[config.mk]
export PLATFORM = sky130hd
export DESIGN_NAME = tsf_timer_mc
export DESIGN_NICKNAME = d
export VERILOG_FILES = /design/src/rtl/tsf_timer_mc_pkg.sv /design/src/rtl/tsf_cmp_chan.sv /design/src/rtl/tsf_timer_mc.sv
export SDC_FILE = /design/constraint.sdc
export NUM_CORES = 2
export LEC_CHECK = 0
export BUFFER_PORTS_ARGS = -buffer_cell sky130_fd_sc_hd__buf_2
export CAP_MARGIN = 25
export CELL_PAD_IN_SITES_DETAIL_PLACEMENT = 1
export CELL_PAD_IN_SITES_GLOBAL_PLACEMENT = 1
export CORE_ASPECT_RATIO = 0.8
export CORE_MARGIN = 2
export CORE_UTILIZATION = 35
export DETAILED_ROUTE_END_ITERATION = 7
export PLACE_DENSITY = 0.74
export SLEW_MARGIN = 15
export SYNTH_ARGS = -nofsm -noshare
export SYNTH_HDL_FRONTEND = slang
export SYNTH_SLANG_ARGS = --single-unit
[constraint.sdc]
create_clock -name clk -period 5.05 [get_ports clk]
set_input_delay 0.2525 -clock clk [delete_from_list [all_inputs] [get_ports clk]]
set_output_delay 0.2525 -clock clk [all_outputs]
set_load 0.01 [all_outputs]
[src/rtl/tsf_timer_mc_pkg.sv]
// rtl/tsf_timer_mc_pkg.sv - shared board clock defaults for the TSF timer
package tsf_timer_mc_pkg;

  // 100 MHz board clock: one microsecond is 100 cycles, so the terminal count is 99.
  localparam int BOARD_CLK_MHZ    = 100;
  localparam int DEFAULT_TICK_TOP = BOARD_CLK_MHZ - 1;
  localparam int MAX_CMP          = 8;

endpackage

[src/rtl/tsf_cmp_chan.sv]
// rtl/tsf_cmp_chan.sv - one TSF compare channel with one-shot or periodic reload
module tsf_cmp_chan #(
  parameter int TIMER_WIDTH = 64,
  parameter int ADJ_WIDTH   = 32
) (
  input  logic                   clk,
  input  logic                   rst,
  input  logic [TIMER_WIDTH-1:0] tsf,
  input  logic                   arm,
  input  logic                   disarm,
  input  logic [TIMER_WIDTH-1:0] val,
  input  logic [ADJ_WIDTH-1:0]   period_in,
  output logic                   hit,
  output logic                   armed
);

  logic [TIMER_WIDTH-1:0] target;
  logic [ADJ_WIDTH-1:0]   period;
  logic                   hit_cond;

  // >= rather than == so targets skipped by a load or adjust still fire
  assign hit_cond = armed && (tsf >= target);

  always_ff @(posedge clk) begin
    if (rst) begin
      hit    <= 1'b0;
      armed  <= 1'b0;
      target <= '0;
      period <= '0;
    end else if (arm) begin
      target <= val;
      period <= period_in;
      armed  <= 1'b1;
      hit    <= 1'b0;
    end else if (disarm) begin
      armed <= 1'b0;
      hit   <= 1'b0;
    end else if (hit_cond) begin
      hit <= 1'b1;
      if (period == '0) armed <= 1'b0;
      else              target <= target + TIMER_WIDTH'(period);
    end else begin
      hit <= 1'b0;
    end
  end

endmodule

[src/rtl/tsf_timer_mc.sv]
// rtl/tsf_timer_mc.sv - microsecond TSF counter with load, adjust and compare channels
module tsf_timer_mc
  import tsf_timer_mc_pkg::*;
#(
  parameter int TIMER_WIDTH = 64,
  parameter int NUM_CMP     = 4,
  parameter int DIV_WIDTH   = 8,
  parameter int ADJ_WIDTH   = 32
) (
  input  logic                             clk,
  input  logic                             rst,
  input  logic [DIV_WIDTH-1:0]             tick_top,
  input  logic                             tsf_load_control,
  input  logic [TIMER_WIDTH-1:0]           tsf_load_val,
  input  logic                             adj_valid,
  input  logic [ADJ_WIDTH-1:0]             adj_delta,
  input  logic [NUM_CMP-1:0]               cmp_arm,
  input  logic [NUM_CMP-1:0]               cmp_disarm,
  input  logic [NUM_CMP*TIMER_WIDTH-1:0]   cmp_val,
  input  logic [NUM_CMP*ADJ_WIDTH-1:0]     cmp_period,
  output logic [TIMER_WIDTH-1:0]           tsf_runtime_val,
  output logic                             tsf_pulse_1M,
  output logic [NUM_CMP-1:0]               cmp_hit,
  output logic [NUM_CMP-1:0]               cmp_armed
);

  logic [DIV_WIDTH-1:0]   presc;
  logic                   load_d;
  logic                   tick;
  logic                   load_evt;
  logic [TIMER_WIDTH-1:0] adj_ext;

  assign tick     = (presc >= tick_top);
  assign load_evt = ~tsf_load_control & load_d;
  assign adj_ext  = TIMER_WIDTH'($signed(adj_delta));

  // Load wins over adjust, adjust folds in any coincident tick.
  always_ff @(posedge clk) begin
    if (rst) begin
      presc           <= '0;
      load_d          <= 1'b0;
      tsf_runtime_val <= '0;
      tsf_pulse_1M    <= 1'b0;
    end else begin
      load_d <= tsf_load_control;
      if (load_evt) begin
        tsf_runtime_val <= tsf_load_val;
        presc           <= '0;
        tsf_pulse_1M    <= 1'b0;
      end else begin
        presc        <= tick ? '0 : presc + 1'b1;
        tsf_pulse_1M <= tick;
        if (adj_valid)
          tsf_runtime_val <= tsf_runtime_val + adj_ext + TIMER_WIDTH'(tick);
        else if (tick)
          tsf_runtime_val <= tsf_runtime_val + 1'b1;
      end
    end
  end

  for (genvar i = 0; i < NUM_CMP; i++) begin : g_chan
    tsf_cmp_chan #(
      .TIMER_WIDTH (TIMER_WIDTH),
      .ADJ_WIDTH   (ADJ_WIDTH)
    ) u_chan (
      .clk       (clk),
      .rst       (rst),
      .tsf       (tsf_runtime_val),
      .arm       (cmp_arm[i]),
      .disarm    (cmp_disarm[i]),
      .val       (cmp_val[i*TIMER_WIDTH +: TIMER_WIDTH]),
      .period_in (cmp_period[i*ADJ_WIDTH +: ADJ_WIDTH]),
      .hit       (cmp_hit[i]),
      .armed     (cmp_armed[i])
    );
  end

endmodule
==> flow_summary.json <==
{
  "outcome": "finished, violations left",
  "violations": "hold timing",
  "clock-root-buffer": "clkbuf_16",
  "worstSetupStartpointType": "register",
  "final_common_cell": "buf_2",
  "finalHoldWorstSlack_ns": -0.02196,
  "crit_path_end_kind": "register",
  "synth_area_um2": 39380,
  "synth.area.top_cells": "dfxtp_1 (24%), ha_1 (14%), nor2_1 (5.4%), xnor2_1 (4.7%), a21oi_1 (4.3%)",
  "p_clk_share_pct": 34.7,
  "drc": 0,
  "critPathRequiredTime_ns": 5.68,
  "max-slew-margin-rel_pct": 26.34,
  "die_area_um2": 115200,
  "comb_power_share_pct": 33.8,
  "synth_edf_count": 0,
  "initial_core_util_pct": 35.15,
  "dp_hpwl_um": 151200,
  "setup_viol": 0,
  "synth_fp_nets": 6071,
  "avgSynthCellArea_um2": 7.707,
  "routed_wl_um": 208100,
  "ir_drop_mv": 0.2798,
  "clock_latency_ns": 0.70,
  "ios": 573,
  "worstPathArrival_ns": 5.40,
  "cap_violations": 0,
  "place.gp.congestion": 1.004,
  "clk_pin_slew_ns": 0.07,
  "syn_inst": 5109,
  "synth_top_area_cell": "dfxtp_1",
  "fp.dieW_um": 379.0,
  "path_class": "reg2reg",
  "use_met2_pct": 51.57,
  "period_needed_ns": 4.779,
  "busiest_layer": "met2",
  "synth-seq-area-share_pct": 23.69,
  "netlist.area_leader.share_pct": 23.69,
  "fin_util_pct": 45.40,
  "dr_total_vias": 45893,
  "fp-row-count": 110,
  "rsz0062_at_grt": "no",
  "p_switching_mw": 5.462,
  "period_share_pct": 94.63,
  "mostFrequentLayoutCells": "buf_2 (570), nor2_1 (566), dfxtp_1 (463), ha_1 (456), dlygate4sd3_1 (425)",
  "leakage_nw": 22.46,
  "path_max_fanout": 6,
  "ys_async_sr_fraction_pct": 0,
  "switching_share_pct": 38.01,
  "fillCellCount": 13732,
  "place_area_um2": 44330,
  "power_density_nw_per_um2": 282.5,
  "met3_usage_pct": 6.906,
  "drtPass1Iterations": 6,
  "io_buffer_count": 572,
  "p_int_mw": 8.906,
  "overflow": 0,
  "final.setup_skew_ns": 0.02828,
  "htreeDepth": 2,
  "final_nets": 7029,
  "grt_pass1_vias": 46113,
  "viasPerCell": 6.002,
  "netlist-cell-type-count": 98,
  "grt_start_max_net_pins": 84,
  "synth-seq-cells": 466,
  "seq_power_share_pct": 31.5,
  "grt.total_usage_pct": 34.72,
  "worstMarginPinSlew_ns": 1.097,
  "area_delta_synth_final_pct": 29.16,
  "cts_buffer_depth": 3,
  "drt-initial-drc-count": 4391,
  "cts_buffers": 59,
  "final_area_um2": 50860,
  "grt_pass1_wl_um": 303000,
  "hold_class": "in2reg",
  "cts_tree": "yes",
  "met1_usage_pct": 47.92,
  "fmax_mhz": 209.3,
  "clkSinkCount": 466,
  "die_h_um": 304.0,
  "setup_total_negative_slack_ns": 0,
  "drtAntennaViolNets": 0,
  "antenna_found_initial": 27,
  "maxSlewViolCount": 0,
  "core_um2": 112000,
  "synth-main-ff-cell": "dfxtp_1",
  "synth_warnings": 0,
  "total_power_mw": 14.37,
  "wl_per_cell_um": 27.21,
  "drive_above_1_share_pct": 14.85,
  "report.final.hold_viol_count": 1
}
## state kept, by name, indices dropped and copies added, names as in the netlist
signal / cells
load_d: 1
g_chan.u_chan.armed: 4
g_chan.u_chan.hit: 4
tsf_runtime_val: 64
presc: 8
g_chan.u_chan.target: 256
g_chan.u_chan.period: 128
tsf_pulse_1M: 1
## cells by family (layout without fill, tap and decap cells)
kind of cell	Yosys count	after routing	share of synthesized area, %
compound gates	1423	1423	24.71
flops	466	466	23.69
other cells	0	18	0
fa+ha+maj	462	462	14.79
simple gates	1730	1730	20.90
buf+inv	596	1603	5.837
xor+xnor	292	292	6.495
mux	140	140	3.568
## metrics by stage
stage | cells | worst slack (ns)
2_1_floorplan | 5109 | 0.4452
5_1_grt | 7644 | 0.003487
6_report | 7646 | 0.2712
4_1_cts | 7627 | 0.2426
3_5_place_dp | 7092 | 0.2707
3_3_place_gp | 7091 | 0.2782
## worst max-delay path, stage by stage (launching register included)
cell and delay, ns:
dfxtp_1 0.33, inv_1 0.04, ha_1 0.26, nand2b_1 0.14, a21oi_1 0.15, nor2b_1 0.06, o21ai_0 0.16, a21oi_1 0.09
o21ai_1 0.19, buf_4 0.19, inv_1 0.07, fa_1 0.41, a211oi_1 0.27, o211ai_1 0.21, a21oi_2 0.26, o2111ai_1 0.25
o211ai_1 0.29, o211ai_2 0.17, o31a_2 0.40, o21a_1 0.22, or4_1 0.47, nand3_1 0.10
## cell usage after synthesis (all sizes together), types with 10 or more instances
cell type,n
a221oi,23
or3,36
o2111ai,12
clkbuf,200
o211a,14
a211oi,192
o21ai,251
xor2,82
nand4,149
ha,456
o31a,12
a2111oi,10
mux2i,137
a311oi,85
o22ai,10
o31ai,21
a21o,149
nand2,407
a21boi,10
and3,60
nor2,571
or2,17
a21oi,340
a211o,20
nand3,121
o21bai,32
nor2b,30
xnor2,210
inv,354
dfxtp,466
nor3b,11
nor4,69
and4,26
o221a,11
a31oi,40
buf,42
o311ai,15
o21a,42
nand2b,41
and2,25
o211ai,46
nor3,146
## repair_timing
action / 4_1_cts / 5_1_grt
resized for setup: 0 / 7
setup buffers: 0 / 0
endpoints found under the hold margin: 420 / 0
setup endpoints to repair: 0 / 15
hold buffers: 425 / 0
## final cells by class
| type | instances | area (µm²) | share of cell area, % |
|---|---|---|---|
| multi-input combinational | 4047 | 27810 | 54.68 |
| clock buffer | 72 | 1605 | 3.156 |
| tap | 1512 | 1892 | 3.720 |
| timing repair buffer | 1139 | 8260 | 16.24 |
| sequential | 466 | 9333 | 18.35 |
| clock inverter | 38 | 580.6 | 1.142 |
| inverter | 354 | 1333 | 2.620 |
| antenna | 18 | 45.04 | 0.08857 |
## power groups by stage
stage / combinational, mW / sequential [mW] / clock [mW]
floorplan: 2.68 / 4.34 / 0
global placement: 4.25 / 4.56 / 0
detailed placement: 4.38 / 4.56 / 0
CTS: 4.68 / 4.48 / 5.01
global route: 5.24 / 4.52 / 5.16
finish: 4.86 / 4.52 / 4.99
## worst paths after layout
kind / startpoint / to / slack, ns / depth (start not counted)
worst max register to register: presc[0] / tsf_runtime_val[61] / 0.27 / 21
worst min-delay path: cmp_val[138] / g_chan[2].u_chan.target[10] / -0.02 / 3
worst max-delay path: presc[0] / tsf_runtime_val[61] / 0.27 / 21
worst min register to register: g_chan[2].u_chan.target[8] / g_chan[2].u_chan.target[8] / 0.51 / 2
## layer usage
layer	vias up	routed length [µm]	part of all wire, %
met2	2208	87110	42
met3	458	20050	9.6
met5	-	8	0.0038
met1	22575	89940	43
li1	20650	-	-
met4	2	10950	5.3
Note: power is estimated with default switching activity, not from simulation.
